--- src/rtl/btn_sum_accum.sv ---
// btn_sum_accum: three debounced push-buttons driving a 9-bit add/accumulate
// register with a sticky overflow flag.
// Optional build macro: SUM_SATURATE_EN -- accumulate overflow clamps sum to
// 511 instead of wrapping (ovf is set either way).

// Per-button lane: 2-flop synchroniser, tick-sampled debouncer, rising-edge pulse.
module btn_sum_db #(
  parameter int DB_SAMPLES = 8
) (
  input  logic clk,
  input  logic reset,
  input  logic tick,
  input  logic raw,
  output logic level,
  output logic rise
);
  localparam int CW = (DB_SAMPLES > 1) ? $clog2(DB_SAMPLES) : 1;

  logic [1:0]    sync;
  logic [CW-1:0] cnt;
  logic          level_q;

  // Bring the raw button into the clk domain.
  always_ff @(posedge clk) begin
    if (!reset) sync <= '0;
    else        sync <= {sync[0], raw};
  end

  // Accept a new level only after DB_SAMPLES consecutive disagreeing ticks;
  // any agreeing tick restarts the run.
  always_ff @(posedge clk) begin
    if (!reset) begin
      level <= 1'b0;
      cnt   <= '0;
    end else if (tick) begin
      if (sync[1] != level) begin
        if (cnt == CW'(DB_SAMPLES - 1)) begin
          level <= sync[1];
          cnt   <= '0;
        end else begin
          cnt <= cnt + 1'b1;
        end
      end else begin
        cnt <= '0;
      end
    end
  end

  // Delayed level for edge detection.
  always_ff @(posedge clk) begin
    if (!reset) level_q <= 1'b0;
    else        level_q <= level;
  end

  assign rise = level & ~level_q;
endmodule

module btn_sum_accum #(
  parameter int TICK_DIV   = 100_000,
  parameter int DB_SAMPLES = 8
) (
  input  logic       clk,
  input  logic       reset,
  input  logic       btn_add,
  input  logic       btn_acc,
  input  logic       btn_clr,
  input  logic [7:0] sw_a,
  input  logic [7:0] sw_b,
  output logic [8:0] sum,
  output logic       sum_upd,
  output logic       ovf
);
  localparam int TW = (TICK_DIV > 1) ? $clog2(TICK_DIV) : 1;
  // Button lane indices.
  localparam int B_ADD = 0;
  localparam int B_ACC = 1;
  localparam int B_CLR = 2;

  typedef enum logic [1:0] {IDLE, EXEC, HOLD} state_t;
  typedef enum logic [1:0] {OP_ADD, OP_ACC, OP_CLR} op_t;

  logic [TW-1:0] tick_cnt;
  logic          tick;
  logic [2:0]    raw, level, cmd;
  state_t        state;
  op_t           op;
  logic [9:0]    acc_t;
  logic [8:0]    acc_ovf_val;

  // Free-running sample-tick divider.
  always_ff @(posedge clk) begin
    if (!reset)    tick_cnt <= '0;
    else if (tick) tick_cnt <= '0;
    else           tick_cnt <= tick_cnt + 1'b1;
  end

  assign tick = (tick_cnt == TW'(TICK_DIV - 1));
  assign raw  = {btn_clr, btn_acc, btn_add};

  for (genvar i = 0; i < 3; i++) begin : g_btn
    btn_sum_db #(.DB_SAMPLES(DB_SAMPLES)) u_db (
      .clk   (clk),
      .reset (reset),
      .tick  (tick),
      .raw   (raw[i]),
      .level (level[i]),
      .rise  (cmd[i])
    );
  end

  assign acc_t = {1'b0, sum} + {2'b00, sw_a};
`ifdef SUM_SATURATE_EN
  assign acc_ovf_val = 9'd511;
`else
  assign acc_ovf_val = acc_t[8:0];
`endif

  // Command FSM: latch one command, execute it for a single cycle, then wait
  // until every button is released so a held button cannot re-trigger.
  always_ff @(posedge clk) begin
    if (!reset) begin
      state   <= IDLE;
      op      <= OP_ADD;
      sum     <= '0;
      sum_upd <= 1'b0;
      ovf     <= 1'b0;
    end else begin
      sum_upd <= 1'b0;
      case (state)
        IDLE: if (|cmd) begin
          state <= EXEC;
          op    <= cmd[B_CLR] ? OP_CLR : (cmd[B_ADD] ? OP_ADD : OP_ACC);
        end
        EXEC: begin
          sum_upd <= 1'b1;
          state   <= HOLD;
          case (op)
            OP_ADD: sum <= {1'b0, sw_a} + {1'b0, sw_b};
            OP_ACC: begin
              if (acc_t[9]) begin
                ovf <= 1'b1;
                sum <= acc_ovf_val;
              end else begin
                sum <= acc_t[8:0];
              end
            end
            default: begin
              sum <= '0;
              ovf <= 1'b0;
            end
          endcase
        end
        HOLD: if (~|level) state <= IDLE;
        default: state <= IDLE;
      endcase
    end
  end
endmodule

--- config.mk ---
export PLATFORM = sky130hd
export DESIGN_NAME = btn_sum_accum
export DESIGN_NICKNAME = d
export VERILOG_FILES = /design/src/rtl/btn_sum_accum.sv
export SDC_FILE = /design/constraint.sdc
export NUM_CORES = 1
export LEC_CHECK = 0
export BUFFER_PORTS_ARGS = -buffer_cell sky130_fd_sc_hd__buf_2
export CAP_MARGIN = 40
export CORE_MARGIN = 10
export CORE_UTILIZATION = 35
export CTS_CLUSTER_SIZE = 20
export DETAILED_ROUTE_END_ITERATION = 8
export RECOVER_POWER = 100
export SYNTH_ARGS = -nofsm -noshare
export SYNTH_HDL_FRONTEND = slang
export SYNTH_SLANG_ARGS = --single-unit
export TNS_END_PERCENT = 30
--- constraint.sdc ---
create_clock -name clk -period 3.71 [get_ports clk]
set_input_delay 0.1855 -clock clk [delete_from_list [all_inputs] [get_ports clk]]
set_output_delay 0.1855 -clock clk [all_outputs]
set_load 0.05 [all_outputs]
==> flow_summary_export.csv, run 1 <==
group,metric,value,unit
sta,slew_violations,0,
logic_synthesis,muxShareOfSynthArea,1.488,%
sta,fmax,466.2,MHz
die,die_y,109.0,um
finish,fillCellCount,807,
finish,fin_util,40.04,%
job,maxCapViolCount,0,
logic_synthesis,synthAdderAreaFrac,11.81,%
critical_path,critPathArrivalTime,2400,ps
finish,fin_nets,400,
die,placementRows,32,
sta,setup_tns,0,ps
clock_tree,clk_latency,310,ps
clock_tree,post_cts_buffers,0,
clock_tree,ctsLongestPathBuffers,2,
critical_path,r2r_start,"state[1]",
global_routing,grt.total_usage,10.77,%
sta,slew_headroom,49.05,%
run_status,outcome,"finished, final reports clean",
clock_tree,cts_made_buffers,5,
logic_synthesis,ys_ff_latch,53,
clock_tree,cts_hold_buf,0,
finish,syn_to_final_growth,11.50,%
die,die_x,109.0,um
finish,final_common_cell,"dfxtp_1",
global_routing,grt_max_degree,18,
sta,hold_viol,0,
sta,period_needed,2145,ps
global_routing,antenna_found_initial,0,
die,die-area,11890,um^2
critical_path,crit_required,3960,ps
critical_path,cpPeakStageDelay,640,ps
critical_path,path_max_fanout,17,
global_routing,grt_pass1_wl,10600,um
sta,finalSetupViolCount,0,
drt,dr_total_vias,2266,
min_path,hold_start,"btn_acc",
drt,first_pass_iters,4,
clock_tree,htreeDepth,2,
logic_synthesis,netlist_area,2775,um^2
logic_synthesis,synth_edf_count,0,
power_and_ir_drop,peakVddDrop,0.0001709,V
drt,drt_first_iter_violations,99,
drt,wire_per_inst,13.00,um
logic_synthesis,yosys_warnings,0,
logic_synthesis,synth_seq_area_share,38.23,%
logic_synthesis,ys.flop_type,"dfxtp_1",
critical_path,cp_slowest_cell,"nor2_1",
finish,final_cell_mix,"dfxtp_1, nor2_1, nand2_1",
finish,drive_above_1_share,8.732,%
clock_tree,root_buffer,"clkbuf_8",
placement,place_congestion,0.7717,
clock_tree,clk_pin_slew,100,ps
min_path,hp-class,"primary input to flop",
placement,place_ws,1391,ps
logic_synthesis,syn_inst,326,
sta,rsz0062_at_grt,"false",
sta,finClkSkew,12.57,ps
placement,io_buffers,31,
critical_path,path_class,"flop to flop",
die,start_util,35.91,%
placement,post-dp-hpwl,4426,um
critical_path,cp_cell_sequence,"nand2b_1 -> nor2_1 -> nand2_1 -> nor4b_1 -> o31a_1",
logic_synthesis,synth_compound_area_share,14.92,%
finish,n_antenna_cell,0,
critical_path,cp-startpoint,"state[1]",
drt,vias_per_cell,4.958,
die,coreArea,7727,um^2
sta,tightest_slew,764.2,ps
logic_synthesis,synth_xor_area_share,7.574,%
power_and_ir_drop,power.density,328.7,nW/um^2
logic_synthesis,synth-simple-area-share,22.68,%
critical_path,endpoint_kind,"flop",
global_routing,grt_pass1_vias,2321,
power_and_ir_drop,leakage,1.207,nW
clock_tree,ctsResizeCount,0,
logic_synthesis,ys_types,42,
clock_tree,cts_tree,"yes",
drt,drc_errors,0,
logic_synthesis,synth-async-reset-ratio,0,%
drt,postRouteAntennaNets,0,
logic_synthesis,synth_top_family_by_area,"simple AND/OR/NAND/NOR gates",
sta,setup_slack,1565,ps
drt,routed_wl,5940,um
critical_path,start_kind,"flop",
logic_synthesis,synth_fp_nets,372,
global_routing,grt_overflow,0,
die,io_pins,32,
logic_synthesis,synth.avg_cell_area,8.513,um^2
sta,post-route-period-util,57.82,%
clock_tree,clock_sinks,53,
## layout make-up
type                            instances  area, um^2  share of cell area [%]
Multi-Input combinational cell        249        1623                   52.45
Sequential cell                        53        1061                   34.29
Timing Repair Buffer                   32       143.9                   4.650
Tap cell                              102       127.6                   4.125
Clock buffer                            5       68.82                   2.224
Inverter                               13       48.80                   1.577
Clock inverter                          3       21.27                  0.6874
## stage by stage
| step | total power [W] | hold slack (ps) | area (um^2) | std cells |
|---|---|---|---|---|
| after floorplan | 0.0006615 | 312.8 | 2775 | 326 |
| after global placement | 0.0006900 | 395.6 | 3015 | 448 |
| after detailed placement | 0.0006925 | 394.4 | 3030 | 449 |
| after CTS | 0.001032 | 66.62 | 3120 | 457 |
| after global routing | 0.001071 | 59.45 | 3094 | 457 |
| final | 0.001017 | 77.92 | 3094 | 457 |
## per-layer routing
layer  global-route usage, %  share of wire (%)  vias up
met5                       0                  0        -
met3                   2.773                4.1        6
met4                   3.672                1.4        0
li1                        -                  -     1185
met1                   13.71                 49     1043
met2                   17.27                 46       32
## cell usage after synthesis, types with 3 or more instances
master | count | area [um^2]
dfxtp_1 | 53 | 1061
nor2_1 | 43 | 161.4
nand2_1 | 28 | 105.1
a21oi_1 | 23 | 115.1
ha_1 | 23 | 287.8
nand3_1 | 22 | 110.1
xor2_1 | 14 | 122.6
inv_1 | 12 | 45.04
o21ai_0 | 12 | 60.06
clkbuf_1 | 10 | 37.54
xnor2_1 | 10 | 87.58
and2_1 | 9 | 56.30
a22oi_1 | 7 | 52.55
nor3_1 | 7 | 35.03
and3_1 | 4 | 25.02
nand2b_1 | 4 | 25.02
a211oi_1 | 3 | 22.52
mux2i_1 | 3 | 30.03
nor2b_1 | 3 | 18.77
nor4b_1 | 3 | 26.28
o21a_1 | 3 | 22.52
## flip-flops by register name (all words and copies together) (netlist names)
signal	count
g_btn.u_db.sync	6
g_btn.u_db.level_q	3
sum_upd	1
g_btn.u_db.level	3
state	2
ovf	1
g_btn.u_db.cnt	9
op	2
sum	9
tick_cnt	17
## worst paths after layout
| check | slack (ps) | cells after the start | endpoint |
|---|---|---|---|
| worst max-delay path | 1570 | 5 | sum[6] |
| worst min-delay path | 80 | 2 | g_btn[1].u_db.sync[0] |
| worst max register to register | 1570 | 5 | sum[6] |
| worst min register to register | 430 | 1 | g_btn[0].u_db.sync[1] |
## critical path: cells and delay by family, from the launching register on
kind / cells / cell delay, ps
compound gates: 1 / 160
simple gates: 4 / 1610
flops: 1 / 330
## cell families (layout without fill, tap and decap cells)
kind of cell	after synthesis	after routing
simple gates	131	131
xor+xnor	24	24
buf+inv	24	53
compound gates	65	65
flops	53	53
fa+ha+maj	25	25
mux	4	4
## where the power goes
group / internal, W / switching [W] / total [W]
Clock: 0.000135 / 0.000206 / 0.000340
Combinational: 0.0000455 / 0.0000533 / 0.0000987
Sequential: 0.000574 / 0.00000396 / 0.000578
No activity file was read; power rests on OpenSTA's default activity.
==> run 2: changes to the inputs <==
clock period = 2.15 ns   (was 3.71 ns; I/O delays follow)
==> flow_summary_export.csv, run 2 (synthesized netlist as in run 1, its figures left out) <==
group,metric,value,unit
run_status,outcome,"finished, final reports clean",
placement,io_buffers,31,
finish,final_common_cell,"dfxtp_1",
finish,largest_reg_flops,17,
die,placementRows,32,
placement,post-dp-hpwl,4462,um
drt,wire_per_inst,12.24,um
finish,top_register,"tick_cnt",
critical_path,cpPeakStageDelay,400,ps
critical_path,endpoint_kind,"flop",
global_routing,antenna_found_initial,0,
clock_tree,clk_pin_slew,100,ps
die,die_y,109.0,um
clock_tree,post_cts_buffers,0,
global_routing,met1_usage,12.71,%
global_routing,grt.total_usage,10.12,%
critical_path,crit_buf_inv,2,
placement,place_area,3085,um^2
drt,first_pass_iters,4,
sta,setup_slack,132.6,ps
power_and_ir_drop,power.density,580.1,nW/um^2
global_routing,grt_max_degree,17,
sta,holdWs,32.71,ps
sta,tightest_slew,611.0,ps
finish,drive_above_1_share,14.79,%
global_routing,use_met2,16.32,%
placement,place_congestion,0.7534,
die,start_util,35.91,%
sta,hold_viol,0,
sta,rsz0062_at_grt,"true",
drt,postRouteAntennaNets,0,
clock_tree,ctsLongestPathBuffers,2,
finish,fin_nets,410,
clock_tree,root_buffer,"clkbuf_8",
die,coreArea,7727,um^2
sta,setup_tns,0,ps
global_routing,grt_overflow,0,
die,die-area,11890,um^2
finish,final_cell_mix,"dfxtp_1, nor2_1, buf_2",
clock_tree,cts_tree,"yes",
sta,slew_headroom,59.21,%
critical_path,cp_slowest_cell,"fa_1",
drt,routed_wl,5717,um
global_routing,top_usage_layer,"met2",
sta,slew_violations,0,
critical_path,path_class,"flop to flop",
clock_tree,clk_latency,300,ps
clock_tree,htreeDepth,2,
drt,drt_first_iter_violations,74,
sta,period_needed,2017,ps
critical_path,critPathArrivalTime,2210,ps
global_routing,grt.met3_usage,2.832,%
finish,reg.largest.list,"tick_cnt (17), g_btn.u_db.cnt (9), sum (9)",
global_routing,grt_pass1_vias,2216,
sta,fmax,495.7,MHz
critical_path,crit_required,2350,ps
drt,vias_per_cell,4.876,
power_and_ir_drop,leakage,1.323,nW
drt,drc_errors,0,
finish,post-route-cell-area,3227,um^2
die,die_x,109.0,um
critical_path,cp_cell_sequence,"ha_2 -> inv_1 -> fa_1 -> nand2b_1 -> a21oi_2 -> buf_4 -> a21oi_1 -> a21o_1 -> a22oi_1 -> nor2_1",
sta,post-route-period-util,93.83,%
sta,finClkSkew,9.064,ps
sta,finalSetupViolCount,0,
job,maxCapViolCount,0,
die,io_pins,32,
power_and_ir_drop,peakVddDrop,0.0002463,V
placement,place_ws,-57.13,ps
global_routing,grt_pass1_wl,9949,um
critical_path,start_kind,"flop",
critical_path,cp_top_family,"adder cells",
finish,n_antenna_cell,0,
finish,syn_to_final_growth,16.28,%
clock_tree,cts_made_buffers,5,
critical_path,path_max_fanout,3,
drt,dr_total_vias,2277,
clock_tree,clock_sinks,53,
min_path,hp-class,"primary input to flop",
## run 2: changes by cell type in the layout (fill, tap and decap cells not counted), moves of 6 or more
cell,previous run,this run
buf_2,19,30
and2_0,6,0
buf_4,0,9
clkbuf_1,13,2
and2_1,3,9
## run 2: stage by stage
step / std cells / power (W) / util, %
final: 467 / 0.001872 / 41.76
after global routing: 467 / 0.001975 / 41.76
after CTS: 467 / 0.001906 / 41.69
after detailed placement: 457 / 0.001200 / 39.93
after global placement: 457 / 0.001198 / 39.93
after floorplan: 326 / 0.001141 / -
## run 2: what timing repair did
action                                 in CTS  in global routing
hold buffers                                2                  0
endpoints found under the hold margin       2                  0
setup endpoints to repair                   0                  3
resized for setup                           0                  3
## run 2: routing by layer
metal	up-vias	wire [um]	part of all wire [%]
met3	2	241	4.2
met2	36	2608	46
li1	1212	-	-
met1	1027	2820	49
met4	0	46	0.80
met5	-	0	0
## run 2: final cells by class
type,instances,area (um^2)
clock buffer,7,86.33
clock inverter,1,30.03
fill,800,4501
inverter,13,48.80
multi-input combinational,249,1629
sequential,53,1064
tap,102,127.6
timing repair buffer,42,241.5
## run 2: worst paths after layout
check	slack [ps]	to	cells after the start	startpoint
setup reg to reg	130	sum[4]	10	sum[0]
hold reg to reg	430	g_btn[0].u_db.sync[1]	1	g_btn[0].u_db.sync[0]
hold / removal	30	g_btn[0].u_db.sync[0]	2	btn_add
setup / recovery	130	sum[4]	10	sum[0]
## run 2: power by group
part	total, W	switching [W]	internal [W]
Clock	0.000693	0.000313	0.000380
Sequential	0.000998	0.00000685	0.000991
Combinational	0.000182	0.0000926	0.0000889
## run 2: worst register-to-register path, cell delays in order (launching register included)
cell,delay (ps)
dfxtp_2,350
ha_2,200
inv_1,60
fa_1,400
nand2b_1,190
a21oi_2,170
buf_4,140
a21oi_1,30
a21o_1,180
a22oi_1,150
nor2_1,50
